**src/rtl/bcd_countdown.sv**
```systemverilog
// Two-digit BCD countdown timer: loads from switches, counts down once per
// prescaled tick to 00, pulses done, and drives two active-low 7-seg digits.
module bcd_countdown #(
    parameter int TICK_DIV = 50000000
) (
    input  logic       ck,
    input  logic       rs,
    input  logic       load,
    input  logic [7:0] din,
    input  logic       start,
    input  logic       stop,
    output logic [7:0] q,
    output logic       running,
    output logic       done,
    output logic [7:0] HEX1,
    output logic [7:0] HEX0
);

    localparam int PW = $clog2(TICK_DIV);

    typedef enum logic [1:0] {IDLE, RUN, PAUSE, EXPIRED} state_t;

    state_t          state;
    state_t          state_nx;
    logic [PW-1:0]   pres;
    logic            tick;
    logic            step;

    function automatic logic [3:0] clamp_nib(input logic [3:0] n);
        return (n > 4'd9) ? 4'd9 : n;
    endfunction

    function automatic logic [7:0] bcd_dec(input logic [7:0] v);
        if (v[3:0] != 4'd0)
            return {v[7:4], v[3:0] - 4'd1};
        else
            return {v[7:4] - 4'd1, 4'd9};
    endfunction

    function automatic logic [6:0] seg7(input logic [3:0] n);
        case (n)
            4'd0:    return 7'h40;
            4'd1:    return 7'h79;
            4'd2:    return 7'h24;
            4'd3:    return 7'h30;
            4'd4:    return 7'h19;
            4'd5:    return 7'h12;
            4'd6:    return 7'h02;
            4'd7:    return 7'h78;
            4'd8:    return 7'h00;
            4'd9:    return 7'h10;
            default: return 7'h7F;
        endcase
    endfunction

    // A tick only takes effect when neither load nor stop outranks it this cycle.
    assign tick    = (state == RUN) && (pres == PW'(TICK_DIV - 1));
    assign step    = tick && !load && !stop;
    assign running = (state == RUN);

    always_ff @(posedge ck) begin
        if (rs)
            state <= IDLE;
        else
            state <= state_nx;
    end

    always_comb begin
        state_nx = state;
        if (load) begin
            state_nx = IDLE;
        end else if (stop) begin
            if (state == RUN)
                state_nx = PAUSE;
        end else if (start && (state == IDLE || state == PAUSE)) begin
            if (q != 8'h00)
                state_nx = RUN;
        end else if (step && q == 8'h01) begin
            state_nx = EXPIRED;
        end
    end

    // Prescaler holds its phase outside RUN so a resume finishes the partial period.
    always_ff @(posedge ck) begin
        if (rs) begin
            q    <= 8'h00;
            pres <= '0;
            done <= 1'b0;
        end else begin
            done <= step && (q == 8'h01);
            if (load) begin
                q    <= {clamp_nib(din[7:4]), clamp_nib(din[3:0])};
                pres <= '0;
            end else begin
                if (step)
                    q <= bcd_dec(q);
                if (state == RUN && !stop)
                    pres <= tick ? '0 : pres + PW'(1);
            end
        end
    end

    always_comb begin
        HEX1 = {1'b1, seg7(q[7:4])};
        HEX0 = {state != PAUSE, seg7(q[3:0])};
        if (state == EXPIRED) begin
            HEX1 = {1'b1, seg7(4'd0)};
            HEX0 = {1'b1, seg7(4'd0)};
        end
    end

endmodule

```
**config.mk**
```make
export PLATFORM = sky130hd
export DESIGN_NAME = bcd_countdown
export DESIGN_NICKNAME = d
export VERILOG_FILES = /design/src/rtl/bcd_countdown.sv
export SDC_FILE = /design/constraint.sdc
export NUM_CORES = 1
export LEC_CHECK = 0
export CORE_ASPECT_RATIO = 1.75
export CORE_MARGIN = 8
export CORE_UTILIZATION = 40
export DETAILED_ROUTE_END_ITERATION = 10
export HOLD_SLACK_MARGIN = 0.08
export PLACE_DENSITY_LB_ADDON = 0.1
export REMOVE_ABC_BUFFERS = 1
export SETUP_SLACK_MARGIN = 0.2
export SYNTH_ARGS = -nofsm -noshare
export SYNTH_HDL_FRONTEND = slang
export SYNTH_SLANG_ARGS = --single-unit
export TNS_END_PERCENT = 100
```
**constraint.sdc**
```tcl
create_clock -name ck -period 4 [get_ports ck]
set_clock_uncertainty 0.05 [all_clocks]
set_input_delay 0.6 -clock ck [delete_from_list [all_inputs] [get_ports ck]]
set_output_delay 0.6 -clock ck [all_outputs]
set_load 0.005 [all_outputs]
```
==> impl_metrics.tcl, run 1 <==
set metrics [dict create \
    run_status "finished clean" \
    rr_startpoint "pres[6]" \
    wl_per_cell_um 14.9 \
    buffer_ports.inserted 37 \
    clock_power_share_pct 40.0 \
    placeableCoreArea_mm2 0.00676 \
    relative_area_change_from_synthesis_to_final_layout_pct 22.5 \
    internal-power_mw 0.909 \
    max_stage_delay_ns 0.47 \
    post_drt_via_cell_ratio 5.27 \
    critical_path.max_fanout 7 \
    vias_in_the_first_global_route 2378 \
    worstPathCellList "clkdlybuf4s50_1 > and4bb_4 > nand4_2 > or4_4 > nor4_2 > a31oi_1 > a21oi_1 > inv_1 > ha_1 > o311a_1" \
    timing.max_slew.rel_slack_pct 57.5 \
    final.period_utilization_pct 81.1 \
    syn_inst 320 \
    sequential_cell_area_mm2 0.00102 \
    grt_setup_unrepaired "no" \
    die_h_um 126 \
    cts-buffers-inserted 5 \
    finalWirelength_mm 6.59 \
    die_area_mm2 0.00991 \
    library_cell_contributing_the_largest_single_delay_on_the_critical_path "clkdlybuf4s50_1" \
    synth-edff-count 0 \
    net-switching-power_mw 0.259 \
    final-max-slew-violation-count 0 \
    globalRouteOverflowTotal 0 \
    p_seq_share_pct 46.2 \
    vdd_ir_drop_max_mv 0.166 \
    synth-seq-area-share_pct 37.0 \
    power_switching_share_pct 22.2 \
    cts.repair_timing.setup_buffer_count 0 \
    drive_gt1_share_pct 7.26 \
    tritoncts_num_sinks 51 \
    worstHoldPathType "flop to flop" \
    postRouteAntennaNets 0 \
    clock_tree.root_cell "clkbuf_16" \
    syn_avg_cell_area_um2 8.61 \
    worst_setup_path_end_kind "flop" \
    hold_buf_count_cts 0 \
    fill_cells 699 \
    maxClockFrequency_mhz 308 \
    setup-violations-final 0 \
    topRoutingLayerUsed "met4" \
    number_of_antenna_violations_at_the_first_check_in_global_routing 0 \
    worstSkewPairLatency_ns 0.28 \
    grt.total_usage_pct 13.7 \
    path_clk_slew_ns 0.06 \
    final_critical_path_time_including_i_o_delays_and_setup_ns 3.25 \
    cellLeakagePower_nw 1.25 \
    dieWidth_um 78.8 \
    synth_cell_type_count 57 \
    floorplan.initialDensity_pct 40.8 \
    startpoint_type "input port" \
    combinationalPowerShare_pct 13.8 \
    worstPathBufferInverterCount 2 \
    postCtsResizedCells 0 \
    site_rows 40 \
    yosys_most_used_dff "dfxtp_1" \
    power_density_mw_per_mm2 346 \
    final.setup.tns_ns 0 \
    worst-slew-pin-transition_ns 0.636 \
    design.final.nets 383 \
    synth-seq-cells 51 \
    critical_path_cell_count 10 \
    synth.yosys.warnings 0 \
    routed-wl-met2_mm 3.67 \
    footprint_of_the_multi_input_gates_mm2 0.00162 \
    grt_start_max_net_pins 26 \
    clockBufferDepth 2 \
    r2r.worst_path.cells 11 \
    critical_path.top_delay_family "simple AND/OR/NAND/NOR gates" \
    diodes 0 \
    async_reset_ff_share_pct 0 \
    arrival_ns 3.37 \
    io_pins 39 \
    fin_total_pwr_mw 1.17 \
    timing.setup.critical_path_class "input port to flop" \
    cts_tree "yes" \
    critical_path_origin "stop" \
    first_pass_grt_wire_length_mm 11.3 \
    dp_hpwl_mm 5.15 \
    layout.core_utilization_pct 50.0 \
    drtPass1Iterations 4 \
    met3RoutedLength_um 142 \
    drt_iter0_markers 117 \
    cap_violations 0 \
    cts_htree_levels 2 \
    finalHoldViolCount 0 \
    wl_met1_mm 2.68 \
    place.gp.congestion 0.848 \
    cp.required_ns 4.12 \
    rrSetupSlack_ns 1.03 \
    via_count 2329 \
    netlist_area_mm2 0.00276 \
    post-route-drc-count 0 \
]
## through the flow
stage	hold slack, ns	setup WS [ns]	area, um2	cells
6_report	0.474	0.754	3380	442
3_5_place_dp	0.465	0.463	3220	435
5_1_grt	0.517	0.563	3380	442
2_1_floorplan	0.412	1.14	2710	309
3_3_place_gp	0.448	0.500	3220	435
4_1_cts	0.481	0.761	3380	442
## cell families after synthesis
family	after synthesis	share of synthesized area, %
buf+inv	29	4.31
simple gates	153	31.0
mux	7	2.59
compound gates	40	10.9
other cells	1	0.136
flops	51	37.0
fa+ha+maj	12	5.45
xor+xnor	27	8.58
## Yosys cell counts (8+ instances only)
library cell	count	share of area (%)
inv_1	17	2.3
and2_1	16	3.6
nand2_1	22	3.0
nand3_1	14	2.5
xor2_1	15	4.8
ha_1	12	5.4
nor2_1	40	5.4
nor3_1	9	1.6
dfxtp_1	51	37
and3_1	8	1.8
a21oi_1	11	2.0
xnor2_1	12	3.8
## worst reg2reg max path, cell delays in order (launching register included)
cell and delay, ns:
dfxtp_1 0.47, nor4b_1 0.32, nand4_1 0.26, or3_1 0.52, xnor2_1 0.16, o21ai_0 0.15
buf_4 0.17, inv_1 0.06, ha_1 0.17, nor3_1 0.31, a21oi_1 0.06, and2_1 0.17
## cell usage in the layout (no fill, tap or decap), drive strengths merged, types with 3 or more instances in the layout
master,n
nor4b,3
nand3,14
and2,16
nand2,22
o21ai,6
and4,5
a31oi,3
xor2,15
dfxtp,51
buf,5
nor4,9
or3,3
mux2i,6
and3,8
clkbuf,6
nand4,8
nor3b,3
xnor2,12
a21oi,11
nor3,10
nand2b,4
inv,17
ha,12
nor2,41
clkdlybuf4s50,37
## routing by layer
layer  up-vias  global-route usage, %
met5         -                      0
met4         0                   4.50
met3         8                   2.35
met2        28                   26.5
met1      1108                   14.1
li1       1185                      -
## power groups by stage
stage / clock network (mW) / registers [mW] / logic [mW]
after floorplan: 0 / 0.547 / 0.0834
after global placement: 0 / 0.551 / 0.164
after global routing: 0.501 / 0.541 / 0.179
final: 0.467 / 0.539 / 0.161
after detailed placement: 0 / 0.551 / 0.163
after CTS: 0.483 / 0.540 / 0.164
## worst min-delay path by stage
stage / cells after the start / slack, ns / start / end
2_1_floorplan: 2 / 0.41 / pres[25] / pres[25]
3_3_place_gp: 2 / 0.45 / pres[15] / pres[15]
3_5_place_dp: 2 / 0.47 / pres[15] / pres[15]
4_1_cts: 2 / 0.48 / pres[15] / pres[15]
5_1_grt: 2 / 0.52 / pres[2] / pres[2]
6_report: 2 / 0.47 / pres[15] / pres[15]
## final cells by class
type,instances,share of cell area [%]
Timing Repair Buffer,42,12.1
Inverter,18,2.00
Sequential cell,51,30.2
Multi-Input combinational cell,240,47.9
Tap cell,84,3.11
Clock buffer,6,3.82
Clock inverter,1,0.889
No activity file was read; power rests on OpenSTA's default activity.
==> inputs of run 2 (changes only) <==
Clock period 4 ns to 2.8 ns, I/O delays scaled along.
==> run 2 against run 1 <==
Compared with the run above:
- total power increased by 41%
- sequential share of layout area decreased by 4.2 points
- clock-buffer cell count unchanged
- setup slack got worse by 0.50 ns
- routed wire length increased by 12%
- global-route usage increased by 0.97 points
- die area unchanged
- clock power increased by 28%
- critical path depth increased by 1
- first-iteration DRC count decreased by 22%
- sequential cell count unchanged
- non-clock buffer count increased by 52
==> impl_metrics.tcl, run 2 (synthesis results as in run 1) <==
set metrics [dict create \
    drtPass1Iterations 4 \
    net-switching-power_mw 0.407 \
    placeableCoreArea_mm2 0.00676 \
    mostFrequentLayoutCells "buf_4 (55), dfxtp_1 (45), nor2_1 (40)" \
    cts_tree "yes" \
    floorplan.initialDensity_pct 40.8 \
    final.setup.tns_ns 0 \
    internal-power_mw 1.24 \
    cts_htree_levels 2 \
    maxClockFrequency_mhz 393 \
    tritoncts_num_sinks 51 \
    final.period_utilization_pct 90.9 \
    finish.cell_count_without_fillers 496 \
    worst-slew-pin-transition_ns 0.512 \
    combinationalPowerShare_pct 17.1 \
    arrival_ns 2.68 \
    vias_in_the_first_global_route 2701 \
    diodes 0 \
    cellLeakagePower_nw 1.53 \
    grt.total_usage_pct 14.7 \
    clock_tree.root_cell "clkbuf_16" \
    grt_start_max_net_pins 26 \
    globalRouteOverflowTotal 0 \
    finalWirelength_mm 7.39 \
    timing.setup.critical_path_class "flop to flop" \
    vdd_ir_drop_max_mv 0.350 \
    finalHoldViolCount 0 \
    relative_area_change_from_synthesis_to_final_layout_pct 43.4 \
    power_density_mw_per_mm2 417 \
    dp_hpwl_mm 5.53 \
    dieWidth_um 78.8 \
    startpoint_type "flop" \
    drive_gt1_share_pct 27.9 \
    io_pins 39 \
    fin_total_pwr_mw 1.65 \
    final_critical_path_time_including_i_o_delays_and_setup_ns 2.54 \
    design.final.nets 436 \
    layout.core_utilization_pct 58.5 \
    cp.required_ns 2.93 \
    worstSkewPairLatency_ns 0.29 \
    run_status "finished clean" \
    grt_setup_unrepaired "yes" \
    wl_per_cell_um 14.9 \
    path_clk_slew_ns 0.06 \
    cts-buffers-inserted 5 \
    worst_setup_path_end_kind "flop" \
    postRouteAntennaNets 0 \
    post_drt_via_cell_ratio 5.17 \
    sequential_cell_area_mm2 0.00103 \
    post-route-drc-count 0 \
    power_switching_share_pct 24.7 \
    drt_iter0_markers 91 \
    die_h_um 126 \
    footprint_of_the_multi_input_gates_mm2 0.00179 \
    clockBufferDepth 2 \
    buffer_ports.inserted 37 \
    timing.max_slew.rel_slack_pct 65.8 \
    place.gp.congestion 0.829 \
    final-max-slew-violation-count 0 \
    cap_violations 0 \
    placed_area_mm2 0.00355 \
    via_count 2563 \
    site_rows 40 \
    design_area_mm2 0.00395 \
    critical_path.max_fanout 4 \
    first_pass_grt_wire_length_mm 12.0 \
    placedCellCount 478 \
    setup-violations-final 0 \
    clock_power_share_pct 36.3 \
    worstHoldPathType "flop to flop" \
    fill_cells 645 \
    mostFrequentLayoutCell "buf_4" \
    p_seq_share_pct 46.7 \
    number_of_antenna_violations_at_the_first_check_in_global_routing 0 \
    die_area_mm2 0.00991 \
]
## run 2: cell types whose count changed in the layout (fill, tap and decap cells not counted), moves of 3 or more
cell and delta:
dfxtp_2 +5, ha_1 -8, buf_4 +50, nor3_1 -3
dfxtp_1 -6, inv_2 +4, ha_2 +6, inv_1 -5
## run 2: area by class of cell
type                    instances  share of cell area (%)
repair buffers                 94                    20.6
clock buffers                   6                    3.26
well taps                      84                    2.66
flip-flops and latches         51                    26.1
inverters                      18                    1.77
clock inverters                 2                   0.316
multi-input cells             241                    45.3
## run 2: repair_timing
item                                    4_1_cts  5_1_grt
pin swaps                                    16       21
gates cloned                                  0        1
endpoints found under the setup margin       14       14
resized for setup                            21       29
hold buffers                                  0        0
setup buffers                                 6        3
## run 2: power groups by stage
| stage | Combinational (mW) | Clock, mW | Sequential [mW] |
|---|---|---|---|
| after global routing | 0.306 | 0.639 | 0.771 |
| after global placement | 0.254 | 0 | 0.787 |
| final | 0.281 | 0.597 | 0.769 |
| after CTS | 0.261 | 0.621 | 0.769 |
| after floorplan | 0.119 | 0 | 0.782 |
| after detailed placement | 0.255 | 0 | 0.786 |
## run 2: metal layers
metal / wire length (um) / up-vias / track usage (%) / part of all wire (%)
li1: - / 1294 / - / -
met3: 212 / 16 / 3.28 / 2.9
met2: 4190 / 36 / 28.5 / 57
met5: 0 / - / 0 / 0
met1: 2760 / 1217 / 13.9 / 37
met4: 217 / 0 / 6.59 / 2.9
## run 2: path summary, 6_finish.rpt
check                              start  endpoint  slack [ns]  cells past startpoint
worst max-delay path            pres[11]      flop        0.26                     11
worst min-delay path             pres[2]   pres[2]        0.47                      2
worst max register to register  pres[11]      flop        0.26                     11
worst min register to register   pres[2]   pres[2]        0.47                      2
## run 2: stage by stage
stage	hold WS, ns	worst slack [ns]
finish	0.473	0.255
global route	0.506	0.107
CTS	0.472	0.198
detailed placement	0.456	-0.482
global placement	0.445	-0.406
floorplan	0.412	0.117
## run 2: critical path, cell delays in order (launching register included)
cell and delay [ns]:
dfxtp_2 0.34, nor4b_4 0.27, nand4_1 0.20, buf_4 0.19, or3_4 0.38, xnor2_1 0.14, o21ai_2 0.22, inv_2 0.06
ha_2 0.18, nor3_4 0.18, a21oi_1 0.06, and2_1 0.16
